===== config.mk =====
export PLATFORM = sky130hd
export DESIGN_NAME = uart_rx_9600
export DESIGN_NICKNAME = d
export VERILOG_FILES = /design/src/rtl/uart_rx_9600.sv
export SDC_FILE = /design/constraint.sdc
export NUM_CORES = 1
export LEC_CHECK = 0
export BUFFER_PORTS_ARGS = -buffer_cell sky130_fd_sc_hd__buf_2
export CAP_MARGIN = 0
export CORE_MARGIN = 2
export CORE_UTILIZATION = 30
export CTS_BUF_LIST = sky130_fd_sc_hd__clkbuf_4 sky130_fd_sc_hd__clkbuf_8 sky130_fd_sc_hd__clkbuf_16
export CTS_CLUSTER_SIZE = 25
export DETAILED_ROUTE_END_ITERATION = 10
export PLACE_DENSITY = 0.5
export SKIP_LAST_GASP = 1
export SLEW_MARGIN = 20
export SYNTH_ARGS = -nofsm -noshare
export SYNTH_HDL_FRONTEND = slang
export SYNTH_SLANG_ARGS = --single-unit

===== constraint.sdc =====
create_clock -name osc_clk -period 2.5 [get_ports osc_clk]
set_input_delay 0 -clock osc_clk [delete_from_list [all_inputs] [get_ports osc_clk]]
set_output_delay 0 -clock osc_clk [all_outputs]
set_load 0.1 [all_outputs]

===== src/rtl/uart_rx_9600.sv =====
// 8N1 UART receiver: two-flop input sync, mid-bit sampling, valid/ack holding register.
// Define UART_RX_PARITY_EN to receive 8E1 frames and flag even-parity mismatches.
module uart_rx_9600 #(
  parameter int CLKS_PER_BIT = 521,
  parameter int HALF_BIT     = CLKS_PER_BIT / 2
) (
  input  logic       osc_clk,
  input  logic       rst,
  input  logic       rxd,
  input  logic       rx_ack,
  output logic [7:0] rx_data,
  output logic       rx_valid,
  output logic       rx_overrun,
  output logic       rx_frame_err,
  output logic       rx_parity_err,
  output logic       rx_busy
);
  localparam logic [9:0] LP_HALF = 10'(HALF_BIT);
  localparam logic [9:0] LP_LAST = 10'(CLKS_PER_BIT - 1);

  typedef enum logic [2:0] {
    S_IDLE,
    S_START,
    S_DATA,
    S_PARITY,
    S_STOP,
    S_WAIT_HIGH
  } state_t;

  state_t     r_state;
  state_t     w_state_next;
  logic       r_rxd_meta;
  logic       r_rxd_s;
  logic [9:0] r_cnt;
  logic [9:0] w_cnt_next;
  logic [2:0] r_bit_idx;
  logic [2:0] w_bit_idx_next;
  logic [7:0] r_shift;
  logic [7:0] w_shift_next;
  logic [7:0] r_data;
  logic       r_valid;
  logic       r_overrun;
  logic       r_frame_err;
  logic       w_deliver;
  logic       w_frame_err;
  logic       w_ack;
`ifdef UART_RX_PARITY_EN
  logic       r_par_bad;
  logic       w_par_bad_next;
  logic       r_parity_err;
`endif

  assign w_ack = rx_ack & r_valid;

  // Counter free-runs within a state; every sample point and state entry restarts it.
  always_comb begin
    w_state_next   = r_state;
    w_cnt_next     = r_cnt + 10'd1;
    w_bit_idx_next = r_bit_idx;
    w_shift_next   = r_shift;
    w_deliver      = 1'b0;
    w_frame_err    = 1'b0;
`ifdef UART_RX_PARITY_EN
    w_par_bad_next = r_par_bad;
`endif
    case (r_state)
      S_IDLE: begin
        w_cnt_next = '0;
        if (!r_rxd_s) w_state_next = S_START;
      end
      S_START: begin
        if (r_cnt == LP_HALF) begin
          w_cnt_next     = '0;
          w_bit_idx_next = '0;
          w_state_next   = r_rxd_s ? S_IDLE : S_DATA;
        end
      end
      S_DATA: begin
        if (r_cnt == LP_LAST) begin
          w_cnt_next              = '0;
          w_shift_next[r_bit_idx] = r_rxd_s;
          w_bit_idx_next          = r_bit_idx + 3'd1;
          if (r_bit_idx == 3'd7) begin
`ifdef UART_RX_PARITY_EN
            w_state_next = S_PARITY;
`else
            w_state_next = S_STOP;
`endif
          end
        end
      end
`ifdef UART_RX_PARITY_EN
      S_PARITY: begin
        if (r_cnt == LP_LAST) begin
          w_cnt_next     = '0;
          w_par_bad_next = (^r_shift) ^ r_rxd_s;
          w_state_next   = S_STOP;
        end
      end
`endif
      S_STOP: begin
        if (r_cnt == LP_LAST) begin
          w_cnt_next = '0;
          if (r_rxd_s) begin
            w_deliver    = 1'b1;
            w_state_next = S_IDLE;
          end else begin
            w_frame_err  = 1'b1;
            w_state_next = S_WAIT_HIGH;
          end
        end
      end
      S_WAIT_HIGH: begin
        // A held-low (break) line must return high before a new start edge counts.
        w_cnt_next = '0;
        if (r_rxd_s) w_state_next = S_IDLE;
      end
      default: begin
        w_cnt_next   = '0;
        w_state_next = S_IDLE;
      end
    endcase
  end

  always_ff @(posedge osc_clk) begin
    if (rst) begin
      r_rxd_meta  <= 1'b1;
      r_rxd_s     <= 1'b1;
      r_state     <= S_IDLE;
      r_cnt       <= '0;
      r_bit_idx   <= '0;
      r_shift     <= '0;
      r_data      <= '0;
      r_valid     <= 1'b0;
      r_overrun   <= 1'b0;
      r_frame_err <= 1'b0;
    end else begin
      r_rxd_meta  <= rxd;
      r_rxd_s     <= r_rxd_meta;
      r_state     <= w_state_next;
      r_cnt       <= w_cnt_next;
      r_bit_idx   <= w_bit_idx_next;
      r_shift     <= w_shift_next;
      r_frame_err <= w_frame_err;
      if (w_ack) begin
        r_valid   <= 1'b0;
        r_overrun <= 1'b0;
      end
      // An ack in the completion cycle consumes the old byte, so no overrun.
      if (w_deliver) begin
        r_data  <= r_shift;
        r_valid <= 1'b1;
        if (r_valid && !rx_ack) r_overrun <= 1'b1;
      end
    end
  end

`ifdef UART_RX_PARITY_EN
  always_ff @(posedge osc_clk) begin
    if (rst) begin
      r_par_bad    <= 1'b0;
      r_parity_err <= 1'b0;
    end else begin
      r_par_bad <= w_par_bad_next;
      if (w_deliver) r_parity_err <= (r_parity_err & ~w_ack) | r_par_bad;
      else if (w_ack) r_parity_err <= 1'b0;
    end
  end
  assign rx_parity_err = r_parity_err;
`else
  assign rx_parity_err = 1'b0;
`endif

  assign rx_data      = r_data;
  assign rx_valid     = r_valid;
  assign rx_overrun   = r_overrun;
  assign rx_frame_err = r_frame_err;
  assign rx_busy      = (r_state != S_IDLE);

endmodule


# Word-level counts from Yosys, hierarchy flattened
# Index checks and enable logic that the tools add are counted.
# totals
register_bits	37
in_bits	4
# op_classes
n_addsub	2
order_cmp	2
eq_ne	13
mux	27
bitwise_logic	3
n_reduce_logical	12
# op_table
cell	count
two-way mux 3 bit	9
two-way mux 10 bit	2
one-hot mux 10 bit (2 select lines)	1
one-hot mux 3 bit (5 select lines)	1
inequality test 2 bit (second input constant)	6
adder 10 x 1 -> 10 bit (second input constant)	1
== test 10 bit (second input constant)	1
== test 10 x 9 -> 1 bit (second input constant)	1
two-way mux 1 bit	10
== test 3 bit (second input constant)	3
bitwise mux 8 bit	1
one-hot mux 3 bit (2 select lines)	1
AND reduction 6 bit	1
less-than comparator 3 x 4 -> 1 bit (second input constant)	1
nonzero test 2 bit	2
adder 3 x 1 -> 3 bit (second input constant)	1
demux 1 bit (select 3 bit)	1
== test 3 x 1 -> 1 bit (second input constant)	1
== test 3 x 2 -> 1 bit (second input constant)	1
>= comparator 3 x 1 -> 1 bit (second input constant)	1
zero test 3 bit	1
AND reduction 3 bit	1
nonzero test 3 bit	1
OR reduction 3 bit	1
7 further kinds	9

# Logic depth before layout (Yosys ltp)
# Gate-level depths: netlist (run 1).
# depth
word_depth	5
ltp_mapped	8

# Worst setup path before layout (run 1)
# No wires, ideal clock.
# synth_timing
kind	register -> register
start	register r_cnt[0]
end	register r_data[0], in the netlist rx_data[0]
setup_ns	0.128
arrival_time_ns	1.902
path_slack_ns	0.469
path_stages_with_launch	9
path_buffers	2
cell_sequence	dfxtp_1 inv_1 ha_1 or4b_1 buf_6 or4_1 clkbuf_2 o21ai_0 a21oi_1
# synth_between
elab_chain_cells	3
# synth_rtl
item	line_no	source
from (decl)	34	logic [9:0] r_cnt;
from (signal assigned)	141	r_cnt <= w_cnt_next;
== test 10 bit	102	if (r_cnt == LP_LAST) begin
two-way mux 1 bit	102	
two-way mux 1 bit	66	case (r_state)
to (signal assigned)	151	r_data <= r_shift;
to (decl)	40	logic [7:0] r_data;
# No other way between the ends.
# A chain may end at the register's enable or synchronous reset.

# Worst setup path in the final report (run 1)
# layout_timing
start	register r_cnt[0]
end	register r_data[3], in the netlist rx_data[3]
# The elaborated chain is that of the path after synthesis.

==> results by group, run 1 <==
GRT
  – M1 GR Usage: 16.5%
  – Met3 Usage GRT: 2.39%
  – Met2 GRT Util: 19.1%
  – GRT Util Overall: 12.3%
  – Vias in the first global route: 1326
  – Global-route wire length before repair: 6360 um
  – Pin count of the biggest net entering global routing: 41
  – Layer with the highest usage: met2
  – Grt ovf: 0
  – Initial antenna violation count: 0

Timing
  – Final Cycle Share: 88.9%
  – Final Max Tran Viols: 0
  – Skew final: 6.71 ps
  – Final setup violation count: 0
  – Slew Limit Headroom: 56.4%
  – Min cycle time layout: 2220 ps
  – Fmax: 0.450 GHz
  – Setup TNS: 0 ps
  – Tightest Pin Transition: 654 ps
  – Final hold vios: 0
  – RSZ-0062 raised after global routing: false

Critical path
  – Cell family with the largest share of critical-path delay: simple AND/OR/NAND/NOR gates
  – Endpoint type of the worst setup path: flip-flop
  – CP max FO: 9
  – WP buf/inv: 1
  – Critical Path AT: 2370 ps
  – Req. time, crit path: 2650 ps
  – Worst setup SP type: flip-flop
  – Max stage delay on crit path: 710 ps
  – Slowest-stage cell, CP: or4_1
  – Ordered list of cells on the worst path: inv_1, ha_1, or4b_1, or4_1, o21ai_0, a21oi_1
  – Setup CP Type: flip-flop to flip-flop

Die
  – Die Area: 6790 um2
  – Initial Utilization: 31.1%
  – Ports: 17
  – Die W: 82.4 um
  – Core Area: 5920 um2
  – Die Ht: 82.4 um
  – Row Count: 28

Clock tree
  – Setup bufs post-CTS: 0
  – TritonCTS clock tree: yes
  – CTS Buffer Depth: 2
  – H-tree Lvls: 2
  – CTS buffer count: 5
  – Cts repair resizes: 0
  – Clk root buf: clkbuf_8
  – Clock transition at the registers of the reported paths: 80 ps
  – Clock Latency Late Sink: 290 ps
  – CTS Sinks: 37

Run status
  – Status: finished, final reports clean

Synth
  – Top_reg_cell synth: dfxtp_1
  – Avg Cell Area, Syn: 9.36 um2
  – #FFs+latches synth: 37
  – Mapped cell area: 1840 um2
  – Yosys top cell by area: dfxtp_1
  – Mapped Cells: 197
  – FFs w/ async S/R, synth: 0%
  – Synth top area cells: dfxtp_1 (40%), mux2i_1 (6.0%), nand2b_1 (4.4%), nand3_1 (4.1%), xnor2_1 (3.3%)
  – Mapped Nets: 205
  – Synth top area share: 40.2%
  – Post-synth EDFFs: 0
  – Ys Warns: 0
  – Sequential-to-total area share from yosys stat: 40.2%
  – Synth unique cells: 47

Routing
  – Remaining antenna violation count after routing: 0
  – Final wirelength: 3650 um
  – Via density: 4.92
  – Total number of vias: 1407
  – WL per Instance: 12.8 um
  – DRT Pass-1 Iters: 4
  – Drt first-iter violations: 90
  – DRC Markers: 0

Job
  – Number of max-cap violations: 0

Power and ir drop
  – Leak: 0.742 nW
  – P per Cell Area: 638 nW/um2
  – VDD IR max: 329 uV

Worst hold path
  – Min-Delay Path Class: input port to flip-flop

Placement
  – Placed Cells: 276
  – Final GP Congestion: 0.712
  – # port buffers: 15
  – Post-DP HPWL: 2430 um
  – DP Area: 1930 um2

Finish
  – Post-route cell area: 2040 um2
  – Share of cells above drive strength 1: 17.5%
  – Fill count: 605
  – Final non-filler cell total: 286
  – Area of the multi-input gates: 983 um2
  – ANT cells: 0
  – Register area: 741 um2
  – P&R area growth vs syn: 10.4%
  – Total Nets Final: 218
[repair_timing]
action,in CTS,in global routing
endpoints found under the hold margin,2,0
hold buffers,2,0
endpoints found under the setup margin,0,0
[logic make-up after synthesis]
group / share of synthesized area (%)
buf+inv: 6.51
simple gates: 29.2
fa+ha+maj: 2.71
xor+xnor: 4.27
mux: 5.97
compound gates: 11.0
flops: 40.2
other cells: 0.203
[flip-flops by register name (all words and copies together) (netlist names), named ones only]
name          cells
r_rxd_s           1
rx_valid          1
r_cnt            10
r_bit_idx         3
r_rxd_meta        1
rx_frame_err      1
r_state           3
r_shift           8
rx_data           8
[cell usage in the layout (no fill, tap or decap), drive strengths merged, types with 7 or more instances in the layout]
cell	synthesis	layout
a21oi	13	13
nor3	11	11
nand2b	14	14
nand3	15	15
o21ai	11	11
mux2i	11	11
dfxtp	37	37
buf	10	18
nor2	10	10
xnor2	7	7
[where the power goes]
part / switching, mW / internal [mW] / leakage, nW
clock network: 0.217 / 0.192 / 0.0439
logic: 0.170 / 0.0948 / 0.399
registers: 0.0234 / 0.602 / 0.299
total: 0.411 / 0.890 / 0.742
[synth_stat cells, types with 2 or more instances]
master / count
clkbuf_1: 2
or2_2: 3
nor3_1: 11
xor2_1: 2
buf_6: 5
nor4_4: 2
inv_1: 4
nand2_1: 5
nor2_1: 10
a21oi_1: 12
nor2b_1: 3
nand3_1: 15
o21ai_1: 2
or3_1: 2
nand4b_1: 3
nand4_1: 2
or4_1: 2
buf_1: 2
ha_1: 4
dfxtp_1: 37
a211oi_1: 2
o21ai_0: 9
buf_4: 2
nand2b_1: 13
nor3b_1: 3
xnor2_1: 7
mux2i_1: 11
nand3b_1: 3
[worst paths after layout]
path | from | end | slack [ps] | depth (start not counted)
min | rst | rx_valid | 240 | 2
max reg2reg | r_cnt[0] | rx_data[3] | 280 | 6
min reg2reg | r_rxd_meta | r_rxd_s | 410 | 1
max | r_cnt[0] | rx_data[3] | 280 | 6
[metal layers]
| layer | part of all wire [%] | routed length (um) |
|---|---|---|
| met5 | 0 | 0 |
| met4 | 1.5 | 55 |
| met3 | 2.6 | 95 |
| met2 | 44 | 1610 |
| met1 | 52 | 1890 |
[metrics by stage]
| stage | util (%) | hold WS [ps] | power (mW) | setup WS [ps] |
|---|---|---|---|---|
| detailed placement | 32.6 | 189 | 0.903 | 311 |
| global placement | 32.6 | 187 | 0.906 | 371 |
| CTS | 34.4 | 243 | 1.33 | 283 |
| floorplan | - | 98.2 | 0.866 | 469 |
| finish | 34.4 | 241 | 1.30 | 278 |
| global route | 34.4 | 287 | 1.37 | 128 |
[area by class of cell]
class                   count  area share, %
multi-input cells         142           48.3
flip-flops and latches     37           36.4
repair buffers             20           5.77
well taps                  75           4.61
clock buffers               5           3.38
clock inverters             3          0.860
inverters                   4          0.737
(Power assumes the default switching activity.)
==> run 2, diff against run 1 <==
CORE_ASPECT_RATIO = 0.75   (was not set)
GPL_ROUTABILITY_DRIVEN = 0   (was not set)
PLACE_DENSITY = 0.52   (was 0.5)
==> run 2 against run 1 <==
Net effect: largest cell class unchanged; worst setup slack worse by 14 ps; non-clock buffer count is the same; fmax decreased by 0.64%; core utilization increased by 0.33 points; worst hold slack got worse by 7.7 ps; clock skew is 4.2 ps higher; register-to-register slack about the same; clock power is 4.9% higher.
==> results by group, run 2 (synthesized netlist as in run 1, its figures left out) <==
Power and ir drop
  – Total Power: 1.32 mW
  – Leak: 0.743 nW
  – P per Cell Area: 647 nW/um2
  – VDD IR max: 325 uV

Timing
  – Final Cycle Share: 89.5%
  – Final hold vios: 0
  – RSZ-0062 raised after global routing: false
  – Min cycle time layout: 2240 ps
  – Final Max Tran Viols: 0
  – Setup TNS: 0 ps
  – Skew final: 10.9 ps
  – Tightest Pin Transition: 666 ps
  – Final setup violation count: 0
  – Fmax: 0.447 GHz
  – Slew Limit Headroom: 55.6%

Routing
  – WL per Instance: 12.7 um
  – DRC Markers: 0
  – Drt first-iter violations: 75
  – Remaining antenna violation count after routing: 0
  – Total number of vias: 1396
  – DRT Pass-1 Iters: 4
  – Final wirelength: 3680 um
  – Via density: 4.83

Critical path
  – WP buf/inv: 1
  – Worst setup SP type: flip-flop
  – Reg-to-reg critical path startpoint: r_cnt[0]
  – Max stage delay on crit path: 700 ps
  – Endpoint type of the worst setup path: flip-flop
  – Slowest-stage cell, CP: or4_1
  – Setup CP Type: flip-flop to flip-flop
  – Ordered list of cells on the worst path: inv_1, ha_1, or4b_1, or4_1, o21ai_0, a21oi_1
  – Register-to-register setup slack: 260 ps
  – Req. time, crit path: 2660 ps
  – Reg2reg end: rx_data[0]
  – CP max FO: 9
  – R2r worst-path depth: 6
  – Critical Path AT: 2400 ps
  – Cell family with the largest share of critical-path delay: simple AND/OR/NAND/NOR gates

GRT
  – Grt ovf: 0
  – GRT Util Overall: 12.0%
  – Pin count of the biggest net entering global routing: 41
  – Vias in the first global route: 1253
  – Initial antenna violation count: 0
  – Global-route wire length before repair: 6320 um

Clock tree
  – Clock Latency Late Sink: 300 ps
  – CTS buffer count: 5
  – Clk root buf: clkbuf_8
  – CTS Buffer Depth: 2
  – H-tree Lvls: 2
  – TritonCTS clock tree: yes
  – Setup bufs post-CTS: 0
  – CTS Sinks: 37
  – Clock transition at the registers of the reported paths: 80 ps

Finish
  – Post-route cell area: 2040 um2
  – Commonest non-fill, non-tap cell in the layout: dfxtp_1
  – Util after Layout: 34.7%
  – Final non-filler cell total: 289
  – P&R area growth vs syn: 10.9%
  – Share of cells above drive strength 1: 17.5%
  – Total Nets Final: 218
  – Fill count: 631
  – ANT cells: 0
  – Commonest non-fill, non-tap cells in the layout: dfxtp_1 (37), nand3_1 (15), buf_2 (15), nand2b_1 (13), a21oi_1 (12)
  – Largest register FFs: 10
  – Biggest register: r_cnt

Placement
  – # port buffers: 15
  – DP Area: 1930 um2
  – Post-DP HPWL: 2420 um
  – Placed Cells: 279

Die
  – Core Area: 5890 um2
  – Die W: 94.5 um
  – Ports: 17
  – Die Area: 6800 um2
  – Row Count: 24
  – Initial Utilization: 31.3%
  – Die Ht: 71.9 um

Run status
  – Status: finished, final reports clean

Worst hold path
  – Worst hold start: rst
  – WHS Endpoint: rx_valid
  – Worst hold stages: 2
  – Min-Delay Path Class: input port to flip-flop

Job
  – Number of max-cap violations: 0
[run 2: changes by cell type in the layout (fill, tap and decap cells not counted)]
| cell | delta |
|---|---|
| clkinv_2 | -1 |
| inv_6 | +1 |
[run 2: stage by stage]
step	setup WS, ps	hold WS (ps)
detailed placement	281	188
CTS	275	241
global placement	340	183
floorplan	469	98.2
finish	263	233
global route	91.9	271
[run 2: layout make-up]
type	instances	area [um2]	area share [%]
inverters	4	15.0	0.734
multi-input cells	142	983	48.1
repair buffers	20	118	5.75
flip-flops and latches	37	741	36.2
clock inverters	3	21.3	1.04
clock buffers	5	68.8	3.37
well taps	78	97.6	4.77
[run 2: worst max path at each step]
stage	from	to	slack (ps)	cells after the start
2_1_floorplan	r_cnt[0]	rx_data[0]	470	8
3_3_place_gp	r_cnt[0]	rx_data[3]	340	6
3_5_place_dp	r_cnt[0]	rx_data[0]	280	6
4_1_cts	r_cnt[0]	rx_data[0]	270	6
5_1_grt	r_cnt[0]	rx_data[0]	90	6
6_report	r_cnt[0]	rx_data[0]	260	6
[run 2: layer usage]
metal,track usage (%),routed length [um],vias to the layer above
met3,4.15,132,6
met5,0,0,-
li1,-,-,727
met1,18.9,2180,644
met4,3.86,46,0
met2,14.8,1330,19
[run 2: repair_timing]
| item | CTS | global route |
|---|---|---|
| endpoints found under the hold margin | 2 | 0 |
| hold buffers | 2 | 0 |
| gates resized for setup | 0 | 0 |
[run 2: power breakdown]
group / switching [mW] / leakage, nW / internal [mW]
Clock: 0.232 / 0.0445 / 0.198
Combinational: 0.171 / 0.399 / 0.0943
Sequential: 0.0247 / 0.299 / 0.602
[run 2: worst register-to-register path: stages (launching register included)]
cell and delay (ps):
dfxtp_1 350, inv_1 70, ha_1 130, or4b_1 520, or4_1 700, o21ai_0 250, a21oi_1 90
